$ cat src/rtl/int_alu_pkg.sv
// Shared types for the chunked integer add/subtract datapath.
package int_alu_pkg;

    localparam int ALU_WIDTH_DEFAULT = 32;

    typedef enum logic {
        OP_ADD = 1'b0,
        OP_SUB = 1'b1
    } alu_op_e;

    typedef struct packed {
        logic carry;
        logic overflow;
        logic zero;
        logic neg;
    } alu_flags_t;

endpackage

$ cat src/rtl/chunk_adder.sv
// Combinational W-bit adder chunk: sum = a + b + cin, with carry out.
module chunk_adder #(
    parameter int W = 16
) (
    input  logic [W-1:0] a,
    input  logic [W-1:0] b,
    input  logic         cin,
    output logic [W-1:0] sum,
    output logic         cout
);

    assign {cout, sum} = {1'b0, a} + {1'b0, b} + {{W{1'b0}}, cin};

endmodule

$ cat src/rtl/int_addsub_pipe.sv
// Two-stage add/subtract: low chunk and its carry in stage 1, high chunk and
// result flags in stage 2, valid/ready with full backpressure on both sides.
module int_addsub_pipe
    import int_alu_pkg::*;
#(
    parameter int WIDTH = ALU_WIDTH_DEFAULT,
    parameter int TAG_W = 4
) (
    input  logic             clk,
    input  logic             rst_n,
    input  logic             in_valid,
    output logic             in_ready,
    input  logic             in_op,
    input  logic [WIDTH-1:0] in_a,
    input  logic [WIDTH-1:0] in_b,
    input  logic [TAG_W-1:0] in_tag,
    output logic             out_valid,
    input  logic             out_ready,
    output logic [WIDTH-1:0] out_result,
    output logic [TAG_W-1:0] out_tag,
    output logic             out_carry,
    output logic             out_overflow,
    output logic             out_zero,
    output logic             out_neg
);

    localparam int HALF = WIDTH / 2;

    function automatic logic signed_overflow(
        input logic signed [HALF-1:0] a_hi,
        input logic signed [HALF-1:0] b_hi,
        input logic signed [HALF-1:0] r_hi
    );
        return ((a_hi < 0) == (b_hi < 0)) && ((r_hi < 0) != (a_hi < 0));
    endfunction

    logic                    vld_p1_q, vld_p1_d;
    logic [HALF-1:0]         lo_p1_q, lo_p1_d;
    logic                    c_p1_q, c_p1_d;
    logic                    lo_zero_p1_q, lo_zero_p1_d;
    logic signed [HALF-1:0]  a_hi_p1_q, a_hi_p1_d;
    logic signed [HALF-1:0]  b_hi_p1_q, b_hi_p1_d;
    logic [TAG_W-1:0]        tag_p1_q, tag_p1_d;

    logic                    vld_p2_q, vld_p2_d;
    logic [WIDTH-1:0]        result_p2_q, result_p2_d;
    logic [TAG_W-1:0]        tag_p2_q, tag_p2_d;
    alu_flags_t              flags_p2_q, flags_p2_d;

    logic                    s2_ready, accept, advance;

    // stage 0: operand conditioning and low-chunk sum
    alu_op_e                 op_p0;
    logic [WIDTH-1:0]        b_eff_p0;
    logic                    cin_p0;
    logic [HALF-1:0]         lo_sum_p0;
    logic                    lo_cout_p0;

    always_comb begin
        op_p0    = alu_op_e'(in_op);
        cin_p0   = (op_p0 == OP_SUB);
        b_eff_p0 = cin_p0 ? ~in_b : in_b;
    end

    chunk_adder #(.W(HALF)) u_lo_adder (
        .a    (in_a[HALF-1:0]),
        .b    (b_eff_p0[HALF-1:0]),
        .cin  (cin_p0),
        .sum  (lo_sum_p0),
        .cout (lo_cout_p0)
    );

    always_comb begin
        s2_ready = !vld_p2_q || out_ready;
        in_ready = !vld_p1_q || s2_ready;
        accept   = in_valid && in_ready;
        advance  = vld_p1_q && s2_ready;
    end

    always_comb begin
        vld_p1_d     = accept ? 1'b1 : (advance ? 1'b0 : vld_p1_q);
        lo_p1_d      = lo_p1_q;
        c_p1_d       = c_p1_q;
        lo_zero_p1_d = lo_zero_p1_q;
        a_hi_p1_d    = a_hi_p1_q;
        b_hi_p1_d    = b_hi_p1_q;
        tag_p1_d     = tag_p1_q;
        if (accept) begin
            lo_p1_d      = lo_sum_p0;
            c_p1_d       = lo_cout_p0;
            lo_zero_p1_d = (lo_sum_p0 == '0);
            a_hi_p1_d    = in_a[WIDTH-1:HALF];
            b_hi_p1_d    = b_eff_p0[WIDTH-1:HALF];
            tag_p1_d     = in_tag;
        end
    end

    always_ff @(posedge clk or negedge rst_n) begin
        if (!rst_n) begin
            vld_p1_q <= 1'b0;
        end else begin
            vld_p1_q <= vld_p1_d;
        end
    end

    always_ff @(posedge clk) begin
        lo_p1_q      <= lo_p1_d;
        c_p1_q       <= c_p1_d;
        lo_zero_p1_q <= lo_zero_p1_d;
        a_hi_p1_q    <= a_hi_p1_d;
        b_hi_p1_q    <= b_hi_p1_d;
        tag_p1_q     <= tag_p1_d;
    end

    // stage 1 -> 2: high-chunk sum with the registered low carry, then flags
    logic [HALF-1:0]         hi_sum_p1;
    logic                    hi_cout_p1;
    alu_flags_t              flags_p1;

    chunk_adder #(.W(HALF)) u_hi_adder (
        .a    (a_hi_p1_q),
        .b    (b_hi_p1_q),
        .cin  (c_p1_q),
        .sum  (hi_sum_p1),
        .cout (hi_cout_p1)
    );

    always_comb begin
        flags_p1.carry    = hi_cout_p1;
        flags_p1.overflow = signed_overflow(a_hi_p1_q, b_hi_p1_q, hi_sum_p1);
        flags_p1.zero     = lo_zero_p1_q && (hi_sum_p1 == '0);
        flags_p1.neg      = hi_sum_p1[HALF-1];
    end

    always_comb begin
        vld_p2_d    = advance || (vld_p2_q && !out_ready);
        result_p2_d = result_p2_q;
        tag_p2_d    = tag_p2_q;
        flags_p2_d  = flags_p2_q;
        if (advance) begin
            result_p2_d = {hi_sum_p1, lo_p1_q};
            tag_p2_d    = tag_p1_q;
            flags_p2_d  = flags_p1;
        end
    end

    always_ff @(posedge clk or negedge rst_n) begin
        if (!rst_n) begin
            vld_p2_q    <= 1'b0;
            result_p2_q <= '0;
            tag_p2_q    <= '0;
            flags_p2_q  <= '0;
        end else begin
            vld_p2_q    <= vld_p2_d;
            result_p2_q <= result_p2_d;
            tag_p2_q    <= tag_p2_d;
            flags_p2_q  <= flags_p2_d;
        end
    end

    assign out_valid    = vld_p2_q;
    assign out_result   = result_p2_q;
    assign out_tag      = tag_p2_q;
    assign out_carry    = flags_p2_q.carry;
    assign out_overflow = flags_p2_q.overflow;
    assign out_zero     = flags_p2_q.zero;
    assign out_neg      = flags_p2_q.neg;

endmodule

$ cat config.mk
export PLATFORM = sky130hd
export DESIGN_NAME = int_addsub_pipe
export DESIGN_NICKNAME = d
export VERILOG_FILES = /design/src/rtl/int_alu_pkg.sv /design/src/rtl/chunk_adder.sv /design/src/rtl/int_addsub_pipe.sv
export SDC_FILE = /design/constraint.sdc
export NUM_CORES = 1
export LEC_CHECK = 0
export CAP_MARGIN = 30
export CELL_PAD_IN_SITES_DETAIL_PLACEMENT = 1
export CELL_PAD_IN_SITES_GLOBAL_PLACEMENT = 2
export CORE_MARGIN = 10
export CORE_UTILIZATION = 44
export DETAILED_ROUTE_END_ITERATION = 6
export DONT_BUFFER_PORTS = 1
export GPL_ROUTABILITY_DRIVEN = 0
export PLACE_DENSITY_LB_ADDON = 0.1
export SYNTH_ARGS = -nofsm -noshare
export SYNTH_HDL_FRONTEND = slang
export SYNTH_SLANG_ARGS = --single-unit
export TNS_END_PERCENT = 10
$ cat constraint.sdc
create_clock -name clk -period 4.5 [get_ports clk]
set_input_delay 1.125 -clock clk [delete_from_list [all_inputs] [get_ports clk]]
set_output_delay 1.125 -clock clk [all_outputs]
set_load 0.01 [all_outputs]
==> run summary <==
run status - finished clean
worst-path fanout max - 3
largest net degree at the start of global routing - 46
Syn Inst Count - 445
worst path cell trace - mux2_2 > fa_1 > a211oi_2 > o2111ai_1 > nand2_1 > xnor2_1 > or4_1 > and4bb_1 > nor4b_2 > nor4b_2
ys async rst share - 43.2%
Clock Latency Late Sink - 0.34 ns
sequential cell area fraction in the yosys report - 53.3%
most used cell, CP - nor4b_2
Starting Density - 45.4%
RSZ-0062 raised after global routing - no
Post-synth EDFFs - 54
slowest stage delay, CP - 0.52 ns
most instantiated cells after synthesis - 95 x nand2_1, 54 x edfxtp_1, 41 x dfrtp_1, 41 x xor2_1, 30 x ha_1
row count - 38
clk sinks - 95
vias in the first global route - 3,461
Fin Hold WS - 0.440 ns
f_max - 277 MHz
total track usage - 14.6%
critical path endpoint category - flip-flop
cts hold-fix bufs - 0
top-count cell post-synth - nand2_1
post-synthesis register bit count - 95
Leakage - 2.25 nW
Required @ worst endpoint - 4.66 ns
Area Overhead vs Synth - 8.86%
syn_nets - 551
post-route ant nets - 0
Ys Warns - 0
clock skew - 0.00736 ns
max_cap viols - 0
final setup violation count - 0
Post-Route WL - 11.5 mm
Setup CP Type - primary input to flip-flop
final hold violation count - 0
fin nets - 551
slowest CP cell - or4_1
Yosys cell types - 47
Post-Syn Area - 4970 sq um
Worst Hold Class - flip-flop to flip-flop
pins over their slew limit - 0
worst slew pin tran - 0.856 ns
Final HPWL DP - 8.84 mm
startpoint types - primary input
First-pass DRT Iterations - 4
drt initial violations - 182
num ports - 115
CTS HTree Levels - 3
crit-path leading delay family - simple AND/OR/NAND/NOR gates
Worst slew margin - 42.7%
Resize count post-CTS - 0
Die Area - 15,900 sq um
post-synth top area cell - edfxtp_1
period utilization - 80.2%
syn avg cell area - 11.2 sq um
ranking of synthesized cells by area - edfxtp_1 33%, dfrtp_1 21%, ha_1 7.6%
Avg Vias per Cell - 5.57
CTS root buf - clkbuf_16
floorplan core area - 10,900 sq um
layout cell share with drive strength beyond 1 - 6.67%
remaining global-route overflow - 0
I/O Buffers - 0
Critical Path Stages - 10
Max rail drop VDD - 206 uV
ys flop type - edfxtp_1
antenna violations before repair - 0
R2R cell count - 10
Cell Pwr Density - 456 nW/um^2
drc violations - 0
Ant. Diodes - 0
Setup TNS Final - 0 ns
Die X - 126 um
share of the synthesized area in the top cell type - 32.6%
CTS clk-pin slew, worst paths - 0.06 ns
worst path bufs/invs - 0
CTS tree - done
via count - 3,285
WL/cell - 19.6 um
Final min period - 3.61 ns
first-pass GRT wire length - 18.8 mm
Die Height - 126 um
clk buf depth - 2
Num CTS Buffers - 9
Setup Buffers After CTS - 0
hold path depth - 2
Worst EP arrival - 3.77 ns
==> metal layers <==
metal | part of all wire [%] | GRT usage [%] | vias to the layer above
met4 | 2.3 | 6.56 | 0
li1 | - | - | 1583
met5 | 0 | 0 | -
met2 | 51 | 24.7 | 78
met1 | 41 | 16.6 | 1609
met3 | 6.0 | 4.61 | 15
==> layout make-up <==
| class | instances | area (sq um) |
|---|---|---|
| Fill cell | 1213 | 5530 |
| Clock inverter | 5 | 57.6 |
| Inverter | 4 | 15.0 |
| Multi-Input combinational cell | 333 | 2260 |
| Sequential cell | 95 | 2650 |
| Tap cell | 140 | 175 |
| Timing Repair Buffer | 2 | 15.0 |
| Clock buffer | 11 | 243 |
==> worst register-to-register path, stage by stage (launching register included) <==
cell and delay (ns):
edfxtp_1 0.40, fa_1 0.50, fa_1 0.46, a211oi_1 0.44
o21ai_0 0.19, a221o_1 0.42, o31ai_4 0.25, o21ai_0 0.16
o21ai_0 0.26, nand4b_1 0.14, o41ai_1 0.25
==> where the power goes <==
group          switching (W)  leakage [nW]  internal [W]
clock               0.000323         0.138      0.000445
sequential          0.000134          1.02       0.00108
combinational       0.000282          1.09      0.000200
total               0.000739          2.25       0.00173
==> path summary, 6_finish.rpt <==
kind / from / slack [ns] / endpoint
max: in_b[0] / 0.89 / lo_zero_p1_q$_DFFE_PP_
min: lo_p1_q[13]$_DFFE_PP_ / 0.44 / out_result[13]$_DFFE_PN0P_
max reg2reg: c_p1_q$_DFFE_PP_ / 0.94 / out_zero$_DFFE_PN0P_
min reg2reg: lo_p1_q[13]$_DFFE_PP_ / 0.44 / out_result[13]$_DFFE_PN0P_
max in group asynchronous: rst_n / 3.94 / out_result[4]$_DFFE_PN0P_
min in group asynchronous: rst_n / 0.47 / out_result[29]$_DFFE_PN0P_
==> state kept, by name, summed over array words and instances (netlist names) <==
signal        count
out_zero          1
tag_p1_q          4
out_overflow      1
out_valid         1
c_p1_q            1
a_hi_p1_q        16
lo_p1_q          16
lo_zero_p1_q      1
vld_p1_q          1
out_result       32
out_carry         1
b_hi_p1_q        16
out_tag           4
==> stage by stage <==
step / worst slack [ns] / cell area, sq um / cells / util, % / power [W]
floorplan: 0.370 / 4970 / 445 / - / 0.00159
global placement: 0.618 / 5110 / 574 / 46.7 / 0.00170
detailed placement: 0.534 / 5110 / 574 / 46.7 / 0.00173
CTS: 0.852 / 5410 / 590 / 49.5 / 0.00250
global route: 0.650 / 5410 / 590 / 49.5 / 0.00261
finish: 0.889 / 5410 / 590 / 49.5 / 0.00246
==> cells in the final DEF, fill, tap and decap left out, types with 2 or more instances in the layout <==
cell type / n
nand2b_1: 5
a211oi_1: 4
buf_4: 2
nor3_1: 8
nand4_1: 2
fa_1: 3
nor4b_2: 2
ha_1: 30
a211oi_2: 2
a21o_1: 13
edfxtp_1: 54
a31oi_1: 5
o31a_1: 3
and4_1: 2
dfrtp_1: 41
xnor2_1: 15
o21ai_0: 26
inv_1: 4
a21oi_1: 19
nand2_1: 94
o21bai_1: 4
xor2_1: 41
nor2_1: 15
clkinvlp_4: 3
o21a_1: 5
nand3_1: 6
nor2b_1: 3
clkbuf_16: 9
or3_1: 2
mux2_2: 5
==> cells by family (layout without fill, tap and decap cells) <==
family | after synthesis | in the layout | synth area share [%]
AND/OR/NAND/NOR | 148 | 148 | 13.5
flip-flops | 95 | 95 | 53.3
AO/OA/AOI/OAI | 91 | 91 | 12.1
XOR/XNOR | 56 | 56 | 9.87
adder cells (fa/ha/maj) | 33 | 33 | 8.76
buffers and inverters | 17 | 22 | 1.38
multiplexers | 5 | 5 | 1.13
No activity file was read; power rests on OpenSTA's default activity.
